===== config.mk =====
export PLATFORM = sky130hd
export DESIGN_NAME = phase_rotation_gen
export DESIGN_NICKNAME = d
export VERILOG_FILES = /design/src/rtl/cx_types_pkg.sv /design/src/rtl/phase_rotation_gen_lut_rom.sv /design/src/rtl/phase_rotation_gen.sv
export SDC_FILE = /design/constraint.sdc
export NUM_CORES = 1
export LEC_CHECK = 0
export ABC_AREA = 1
export CORE_MARGIN = 8
export CORE_UTILIZATION = 66
export CTS_BUF_LIST = sky130_fd_sc_hd__clkbuf_2
export CTS_CLUSTER_SIZE = 12
export DETAILED_ROUTE_END_ITERATION = 10
export GPL_TIMING_DRIVEN = 0
export PLACE_DENSITY = 0.87
export SLEW_MARGIN = 40
export SYNTH_ARGS = -nofsm -noshare
export SYNTH_HDL_FRONTEND = slang
export SYNTH_HIERARCHICAL = 1
export SYNTH_SLANG_ARGS = --single-unit
export TNS_END_PERCENT = 5

===== constraint.sdc =====
create_clock -name clk -period 3.69 [get_ports clk]
set_clock_uncertainty 0.15 [all_clocks]
set_input_delay 0.9225 -clock clk [delete_from_list [all_inputs] [get_ports clk]]
set_output_delay 0.9225 -clock clk [all_outputs]
set_load 0.05 [all_outputs]

===== src/rtl/cx_types_pkg.sv =====
// -----------------------------------------------------------------------------
// cx_types_pkg
//   Shared complex-datapath types for the PFB chain.
//   - phase_t          : signed twiddle word (PHASE_WIDTH bits, PHASE_FRAC_WIDTH
//                        fraction bits) consumed on the mult-add B ports.
//   - phase_idx_t      : bin / phase index sized from the default PFB FFT length.
//   - round_half_away  : elaboration-time helper used to quantise $cos/$sin
//                        constants into ROM words.
// -----------------------------------------------------------------------------
package cx_types_pkg;

    localparam int PHASE_WIDTH      = 16;
    localparam int PHASE_FRAC_WIDTH = 15;

    typedef logic signed [PHASE_WIDTH-1:0] phase_t;

    localparam int PFB_FFT_LEN = 64;

    typedef logic [$clog2(PFB_FFT_LEN)-1:0] phase_idx_t;

    localparam real PHASE_PI = 3.141592653589793;

    // Round to nearest, ties away from zero (symmetric, so round(-x) == -round(x)).
    function automatic longint round_half_away(input real x);
        real r;
        if (x >= 0.0) begin
            r = $floor(x + 0.5);
        end else begin
            r = $ceil(x - 0.5);
        end
        return longint'($rtoi(r));
    endfunction

endpackage


===== src/rtl/phase_rotation_gen_lut_rom.sv =====
// -----------------------------------------------------------------------------
// phase_lut_rom
//   Registered-read twiddle ROM. Returns br = cos(2*pi*p/N) and
//   bi = -sin(2*pi*p/N) one cycle after addr_i is presented with rd_en_i high.
//   Table contents are built at elaboration from $cos/$sin and quantised with
//   round-half-away, then saturated to the signed W-bit range.
//
//   Build option QUARTER_WAVE_ROM_EN:
//     defined     - only N/4+1 unsaturated cos entries are stored; the other
//                   quadrants and the sine come from index reflection and
//                   negation, saturated after negation so the result is
//                   bit-identical to the full-table build.
//     not defined - full N-entry cos and -sin tables.
//
//   Ports
//     clk       in   clock, rising edge
//     rd_en_i   in   read enable (pipeline advance)
//     addr_i    in   phase index p, $clog2(N) bits
//     br_o      out  W-bit cos word (valid one cycle after the read)
//     bi_o      out  W-bit -sin word
// -----------------------------------------------------------------------------
module phase_lut_rom
    import cx_types_pkg::*;
#(
    parameter int N = 64,
    parameter int W = PHASE_WIDTH,
    parameter int F = PHASE_FRAC_WIDTH
) (
    input  logic                 clk,
    input  logic                 rd_en_i,
    input  logic [$clog2(N)-1:0] addr_i,
    output logic [W-1:0]         br_o,
    output logic [W-1:0]         bi_o
);

    localparam int  IW    = $clog2(N);
    // Two guard bits: +1.0 rounds to 2^(W-1) and its negation must not wrap.
    localparam int  RW    = W + 2;
    localparam real SCALE = 2.0 ** F;

    localparam logic signed [RW-1:0] SAT_HI = RW'((64'sd1 <<< (W - 1)) - 64'sd1);
    localparam logic signed [RW-1:0] SAT_LO = RW'(-(64'sd1 <<< (W - 1)));

    function automatic logic [W-1:0] sat_w(input logic signed [RW-1:0] v);
        if (v > SAT_HI) begin
            return SAT_HI[W-1:0];
        end else if (v < SAT_LO) begin
            return SAT_LO[W-1:0];
        end
        return v[W-1:0];
    endfunction

    genvar gi;

`ifdef QUARTER_WAVE_ROM_EN

    localparam int Q = N / 4;

    logic signed [RW-1:0] cosq [0:Q];

    generate
        for (gi = 0; gi <= Q; gi++) begin : g_quarter
            assign cosq[gi] = RW'(round_half_away(
                $cos(2.0 * PHASE_PI * real'(gi) / real'(N)) * SCALE));
        end
    endgenerate

    logic [1:0]           quad;
    logic [IW-2:0]        ra;     // angle offset within the quadrant
    logic [IW-2:0]        rb;     // reflected offset, Q - ra
    logic signed [RW-1:0] a_q;    // cos(r)
    logic signed [RW-1:0] b_q;    // cos(Q - r) == sin(r)
    logic [1:0]           quad_q;
    logic signed [RW-1:0] cr;
    logic signed [RW-1:0] ci;

    assign quad = addr_i[IW-1:IW-2];
    assign ra   = {1'b0, addr_i[IW-3:0]};
    assign rb   = (IW-1)'(Q) - ra;

    always_ff @(posedge clk) begin
        if (rd_en_i) begin
            a_q    <= cosq[ra];
            b_q    <= cosq[rb];
            quad_q <= quad;
        end
    end

    // Quadrant unfolding: with theta = 2*pi*r/N,
    //   q0: cos= cos t, -sin=-sin t    q1: cos=-sin t, -sin=-cos t
    //   q2: cos=-cos t, -sin= sin t    q3: cos= sin t, -sin= cos t
    always_comb begin
        cr = a_q;
        ci = -b_q;
        case (quad_q)
            2'd0: begin cr =  a_q; ci = -b_q; end
            2'd1: begin cr = -b_q; ci = -a_q; end
            2'd2: begin cr = -a_q; ci =  b_q; end
            default: begin cr = b_q; ci = a_q; end
        endcase
    end

    assign br_o = sat_w(cr);
    assign bi_o = sat_w(ci);

`else

    logic [W-1:0] cos_tbl [0:N-1];
    logic [W-1:0] sin_tbl [0:N-1];
    logic [W-1:0] br_q;
    logic [W-1:0] bi_q;

    generate
        for (gi = 0; gi < N; gi++) begin : g_full
            assign cos_tbl[gi] = sat_w(RW'(round_half_away(
                $cos(2.0 * PHASE_PI * real'(gi) / real'(N)) * SCALE)));
            assign sin_tbl[gi] = sat_w(RW'(round_half_away(
                -$sin(2.0 * PHASE_PI * real'(gi) / real'(N)) * SCALE)));
        end
    endgenerate

    always_ff @(posedge clk) begin
        if (rd_en_i) begin
            br_q <= cos_tbl[addr_i];
            bi_q <= sin_tbl[addr_i];
        end
    end

    assign br_o = br_q;
    assign bi_o = bi_q;

`endif

endmodule


===== src/rtl/phase_rotation_gen.sv =====
// -----------------------------------------------------------------------------
// phase_rotation_gen
//   Streams the PFB phase-correction twiddle B = exp(-j*2*pi*p/N) with
//   p = (k*m*D) mod N for bin k of frame m, valid/ready backpressured.
//   p is produced by accumulators only: step = (m*D) mod N is added once per
//   bin, and step itself advances by D at each frame end.
//   Three-stage pipeline: S0 index issue, S1 registered ROM read, S2 output
//   register, all advancing together when the output is empty or accepted.
//   Build option QUARTER_WAVE_ROM_EN selects the quarter-wave ROM inside
//   phase_lut_rom; outputs and timing are identical either way.
//
//   Ports
//     clk          in   clock, rising edge
//     rst          in   asynchronous active-high reset
//     en           in   run request, sampled only when bin 0 is about to issue
//     phase_ready  in   downstream accepts the current word
//     phase_valid  out  br/bi/phase_last/bin_idx valid
//     br           out  cos(2*pi*p/N), PHASE_W bits
//     bi           out  -sin(2*pi*p/N), PHASE_W bits
//     phase_last   out  high on bin N-1
//     bin_idx      out  bin k of the current word
// -----------------------------------------------------------------------------
module phase_rotation_gen
    import cx_types_pkg::*;
#(
    parameter int FFT_LEN = PFB_FFT_LEN,
    parameter int DEC_FAC = 48,
    parameter int PHASE_W = PHASE_WIDTH,
    parameter int PHASE_F = PHASE_FRAC_WIDTH
) (
    input  logic                       clk,
    input  logic                       rst,
    input  logic                       en,
    input  logic                       phase_ready,
    output logic                       phase_valid,
    output logic [PHASE_W-1:0]         br,
    output logic [PHASE_W-1:0]         bi,
    output logic                       phase_last,
    output logic [$clog2(FFT_LEN)-1:0] bin_idx
);

    localparam int            IW     = $clog2(FFT_LEN);
    localparam logic [IW-1:0] K_LAST = IW'(FFT_LEN - 1);
    localparam logic [IW-1:0] D_STEP = IW'(DEC_FAC);

    logic          adv;
    logic          issue;
    logic [IW-1:0] k_q, k_d;
    logic [IW-1:0] p_q, p_d;
    logic [IW-1:0] step_q, step_d;
    logic          s0_valid_q;
    logic [IW-1:0] s0_k_q;
    logic [IW-1:0] s0_p_q;
    logic          s1_valid_q;
    logic [IW-1:0] s1_k_q;
    logic          valid_q;
    logic          last_q;
    logic [IW-1:0] idx_q;
    logic [PHASE_W-1:0] br_q;
    logic [PHASE_W-1:0] bi_q;
    logic [PHASE_W-1:0] rom_br;
    logic [PHASE_W-1:0] rom_bi;

    assign adv = phase_ready | ~valid_q;
    // en only gates the start of a frame; a frame in progress always completes.
    assign issue = adv & ((k_q != '0) | en);

    always_comb begin
        k_d    = k_q;
        p_d    = p_q;
        step_d = step_q;
        if (issue) begin
            if (k_q == K_LAST) begin
                k_d    = '0;
                p_d    = '0;
                step_d = step_q + D_STEP;   // wraps mod N (N is a power of two)
            end else begin
                k_d = k_q + 1'b1;
                p_d = p_q + step_q;
            end
        end
    end

    always_ff @(posedge clk or posedge rst) begin
        if (rst) begin
            k_q        <= '0;
            p_q        <= '0;
            step_q     <= '0;
            s0_valid_q <= 1'b0;
            s0_k_q     <= '0;
            s0_p_q     <= '0;
            s1_valid_q <= 1'b0;
            s1_k_q     <= '0;
            valid_q    <= 1'b0;
            last_q     <= 1'b0;
            idx_q      <= '0;
            br_q       <= '0;
            bi_q       <= '0;
        end else begin
            k_q    <= k_d;
            p_q    <= p_d;
            step_q <= step_d;
            if (adv) begin
                s0_valid_q <= issue;
                s0_k_q     <= k_q;
                s0_p_q     <= p_q;
                s1_valid_q <= s0_valid_q;
                s1_k_q     <= s0_k_q;
                valid_q    <= s1_valid_q;
                last_q     <= s1_valid_q & (s1_k_q == K_LAST);
                idx_q      <= s1_valid_q ? s1_k_q : '0;
                br_q       <= s1_valid_q ? rom_br : '0;
                bi_q       <= s1_valid_q ? rom_bi : '0;
            end
        end
    end

    phase_lut_rom #(
        .N (FFT_LEN),
        .W (PHASE_W),
        .F (PHASE_F)
    ) u_rom (
        .clk     (clk),
        .rd_en_i (adv),
        .addr_i  (s0_p_q),
        .br_o    (rom_br),
        .bi_o    (rom_bi)
    );

    assign phase_valid = valid_q;
    assign phase_last  = last_q;
    assign bin_idx     = idx_q;
    assign br          = br_q;
    assign bi          = bi_q;

endmodule


==> metrics list <==
- Leaving out fill and tap cells, the most frequent cell in the layout is sky130_fd_sc_hd__nand2_1.
- Detailed routing placed a total of about 2000 µm of wire on met3.
- Number of warnings issued by yosys: 6
* Drt total wl: 18100 µm
- Before antenna repair, the detailed router went through 6 iterations.
- Leftover overflow at the end of global routing: 0
* Max-slew headroom: ~57%
- In the final routing, the length of wire on met1 measures 6480 µm.
- The net count of the finished layout is 855.
- Among cell families on the critical path, the largest total delay comes from buffers and inverters.
- Height of the chip: around 110 µm
* DP Area: 6330 µm²
- Using the TritonRoute via totals, the vias-per-cell ratio works out to 6.19.
* Number of resized instances in the post-cts repair step: 0
- Uppermost metal layer occupied by signal nets: met4
* Worst setup path end: phase_valid
- Entering global routing, the biggest net connects 44 pins.
- The routed design could run at a clock period as short as 3.00 ns.
* Buffers plus inverters on the worst setup path: 1
- Summed over all nets, the half-perimeter wirelength after detailed placement is ~13000 µm.
- By area, the combinational part of the netlist is dominated by simple AND/OR/NAND/NOR gates.
- The longest clock path from root to sink contains 2 buffers.
- Final hold violation count: 0
- Number of buffers inserted by hold repair at cts: 0
* Critical path depth in cells: 1
- Detailed-route DRC error count: 0
* Actual slew at the worst max-slew pin: 0.643 ns
* I/O pins: 44
- Max-cap violations: 0
- Met2 layer wire length in the routed design: 8440 µm
- Post-route non-filler standard cell count: 947
- The slowest stage of the critical path is the sky130_fd_sc_hd__clkdlybuf4s50_1 cell.
- Counting distinct cell types in the post-synthesis netlist gives 35.
- Pleak: 3.22 nW
- Compared with the post-synthesis result, the final layout area differs by 14.0%.
* Critical Path Source Type: flip-flop
- Finish-stage setup viols: 0
- Share of the core filled with cells: 78.2%
- The later pin in the worst-skew pair is clocked with a latency of 0.59 ns.
* Clock-pin slew on the worst setup and hold paths: 0.32 ns
- TritonCTS built the clock tree.
- The number of clock buffers added by TritonCTS is 9.
- Mean routed wirelength per cell: 19.1 µm
* Reg2reg start: s0_p_q[5]
- Clk sinks: 98
- The repair_antennas step left the layout with diodes totalling 0.
- The synthesized netlist devotes 3.09% of its cell area to adder and majority cells.
* Synthesized-area fraction occupied by and/or/nand/nor cells: between 30% and 40%
* Number of cells on the worst reg-to-reg path: 4
* Setup repair after global routing missed its margin: false
* Area of the mapped netlist: 5660 µm²
- Summing the areas of all compound-gate instances in the mapped netlist gives 4.00% of the synthesized area.
- The signal on the critical path passes through clkdlybuf4s50_1.
- Wire length of the first global-routing pass: ~29000 µm
- Cells with a size suffix above 1 make up between 8 and 9% of the layout.
- Number of flip-flops and latches in the synthesized netlist: 98
- Once layout is done, the placed cells without fillers occupy 6460 µm².
- After clock tree synthesis, the setup repair step added 0 buffers.
- The critical path is of the flip-flop to output pin type.
* Setup TNS: 0 ns
- For the worst setup path, the data required time is 2.62 ns.
- Portion of the post-synthesis area used by sequential elements: 46.1%
- Routability-driven placement finished with a final weighted congestion of 1.10.
- The die covers approximately 12000 µm².
- The first routing iteration left 831 violations.
* Max Transition Viols Final: 0
- Counting the fill cells in the layout gives just under 600.
* Source of the critical timing path: phase_valid
- In this run the worst path has a maximum fanout of 2.
- Total of buffers placed on input and output ports: 43
- Share of cell area taken by muxes after synthesis: 0%
- The via count of the first global-routing pass came to 5565.
* Global-route usage over all layers: 31.2%
- Reg2reg end: u_rom/br_o[5]
- Die width: 109 µm
- Maximum level of the CTS H-tree: 3
- The tree is rooted in a sky130_fd_sc_hd__clkbuf_2.
- Of the available clock period, the critical path in the final layout requires 81.3%.
- The detailed router placed between 5000 and 6000 vias in this run.
- Data on the critical path arrives at its endpoint at roughly 1.9 ns.
- Leading cell types in the layout, fill and taps excluded: 345 x sky130_fd_sc_hd__nand2_1, 105 x sky130_fd_sc_hd__nand3_1, 66 x sky130_fd_sc_hd__dfrtp_1, 47 x sky130_fd_sc_hd__inv_1, 43 x sky130_fd_sc_hd__clkdlybuf4s50_1
* Category of the worst setup path capture point: output pin
- After detailed placement, the design holds a cell count of 931.
- The worst hold path belongs to the class flip-flop to flip-flop.
- In this design, the stage delay of the slowest critical-path cell is 0.84 ns.
- Once detail routing completed, the nets flagged for antenna violations numbered 0.
- Rows: 33
- Result of the run: finished, final reports clean
- Maximum achievable frequency: between 300 and 400 MHz
- The number of antenna violations at the first check in global routing came to 0.
* Core area: 8260 µm²
- Ratio of total power to cell area: just under 800 nW/µm²
- Parity-gate share of the synthesized area counting xor and xnor cells: less than 1%
- Initial core utilization: 68.6%
- Average cell area after synthesis: 7.44 µm²
- Overall power after layout: 5.06 mW
* Worst vdd rail ir drop: 0.000476 V
* Setup slack of the most critical reg-to-reg path: between 1.5 and 2 ns
* Cell count after synthesis: 761
power breakdown:
group	total, mW	internal (mW)	switching, mW
Clock	0.582	0.173	0.409
Sequential	1.92	1.64	0.287
Combinational	2.55	0.760	1.79
flip-flops by register name (all words and copies together) (netlist names):
register	flops
s0_p_q	2
k_q	6
s0_k_q	6
s1_k_q	6
s1_valid_q	1
br	16
phase_last	1
p_q	2
bi	16
phase_valid	1
u_rom/br_o	16
step_q	2
s0_valid_q	1
bin_idx	6
u_rom/bi_o	16
layer usage:
| layer | global-route usage, % | vias up |
|---|---|---|
| met4 | 19.6 | 0 |
| met5 | 0 | - |
| met3 | 5.07 | 114 |
| met1 | 38.5 | 2715 |
| met2 | 50.4 | 463 |
| li1 | - | 2570 |
worst min-delay path by stage:
stage	from	to	slack, ns	cells after the start
6_report	u_rom/bi_o[5]	bi[5]	0.34	2
5_1_grt	u_rom/bi_o[5]	bi[5]	0.37	2
4_1_cts	u_rom/bi_o[5]	bi[5]	0.34	2
3_5_place_dp	u_rom/bi_o[5]	bi[5]	0.31	2
2_1_floorplan	s0_k_q[4]	s0_k_q[4]	0.29	2
3_3_place_gp	u_rom/bi_o[2]	bi[2]	0.30	2
cell usage after synthesis (all sizes together):
master   instances  area share, %
nand2          349             23
nand3          108            9.9
dfrtp           66             29
inv             53            3.6
buf             34            3.7
o21ai           33            2.9
edfxtp          32             17
nor2            30            2.4
nand4           17            1.9
ha              14            3.1
clkbuf           5           0.33
xor2             4           0.62
a21oi            3           0.27
nand3b           2           0.27
o2111ai          2           0.31
xnor2            2           0.31
a21boi           1           0.13
conb             1          0.066
nor3             1          0.088
o21bai           1           0.13
o22ai            1           0.11
o31ai            1           0.13
or2              1           0.11
kinds of logic after synthesis:
kind of cell               after synthesis
adders and majority gates               14
buffers and inverters                   92
xor gates and xnor gates                 6
DFF                                     98
other                                    1
and+or+nand+nor                        508
AOI/OAI and AO/OA                       42
metrics by stage:
stage	hold WS [ns]	worst slack, ns
after global routing	0.367	0.631
after detailed placement	0.312	0.681
after floorplan	0.292	0.963
after global placement	0.304	-0.00779
after CTS	0.341	0.690
final	0.338	0.689
final cells by class:
type	count	area (µm²)	area share, %
timing repair buffer	44	450	6.98
multi-input combinational	592	2700	41.8
tap	105	131	2.03
sequential	98	2610	40.5
clock buffer	9	45.0	0.698
inverter	53	204	3.16
buffer	39	230	3.57
clock inverter	7	82.6	1.28
Power figures use the tool's default switching activity.
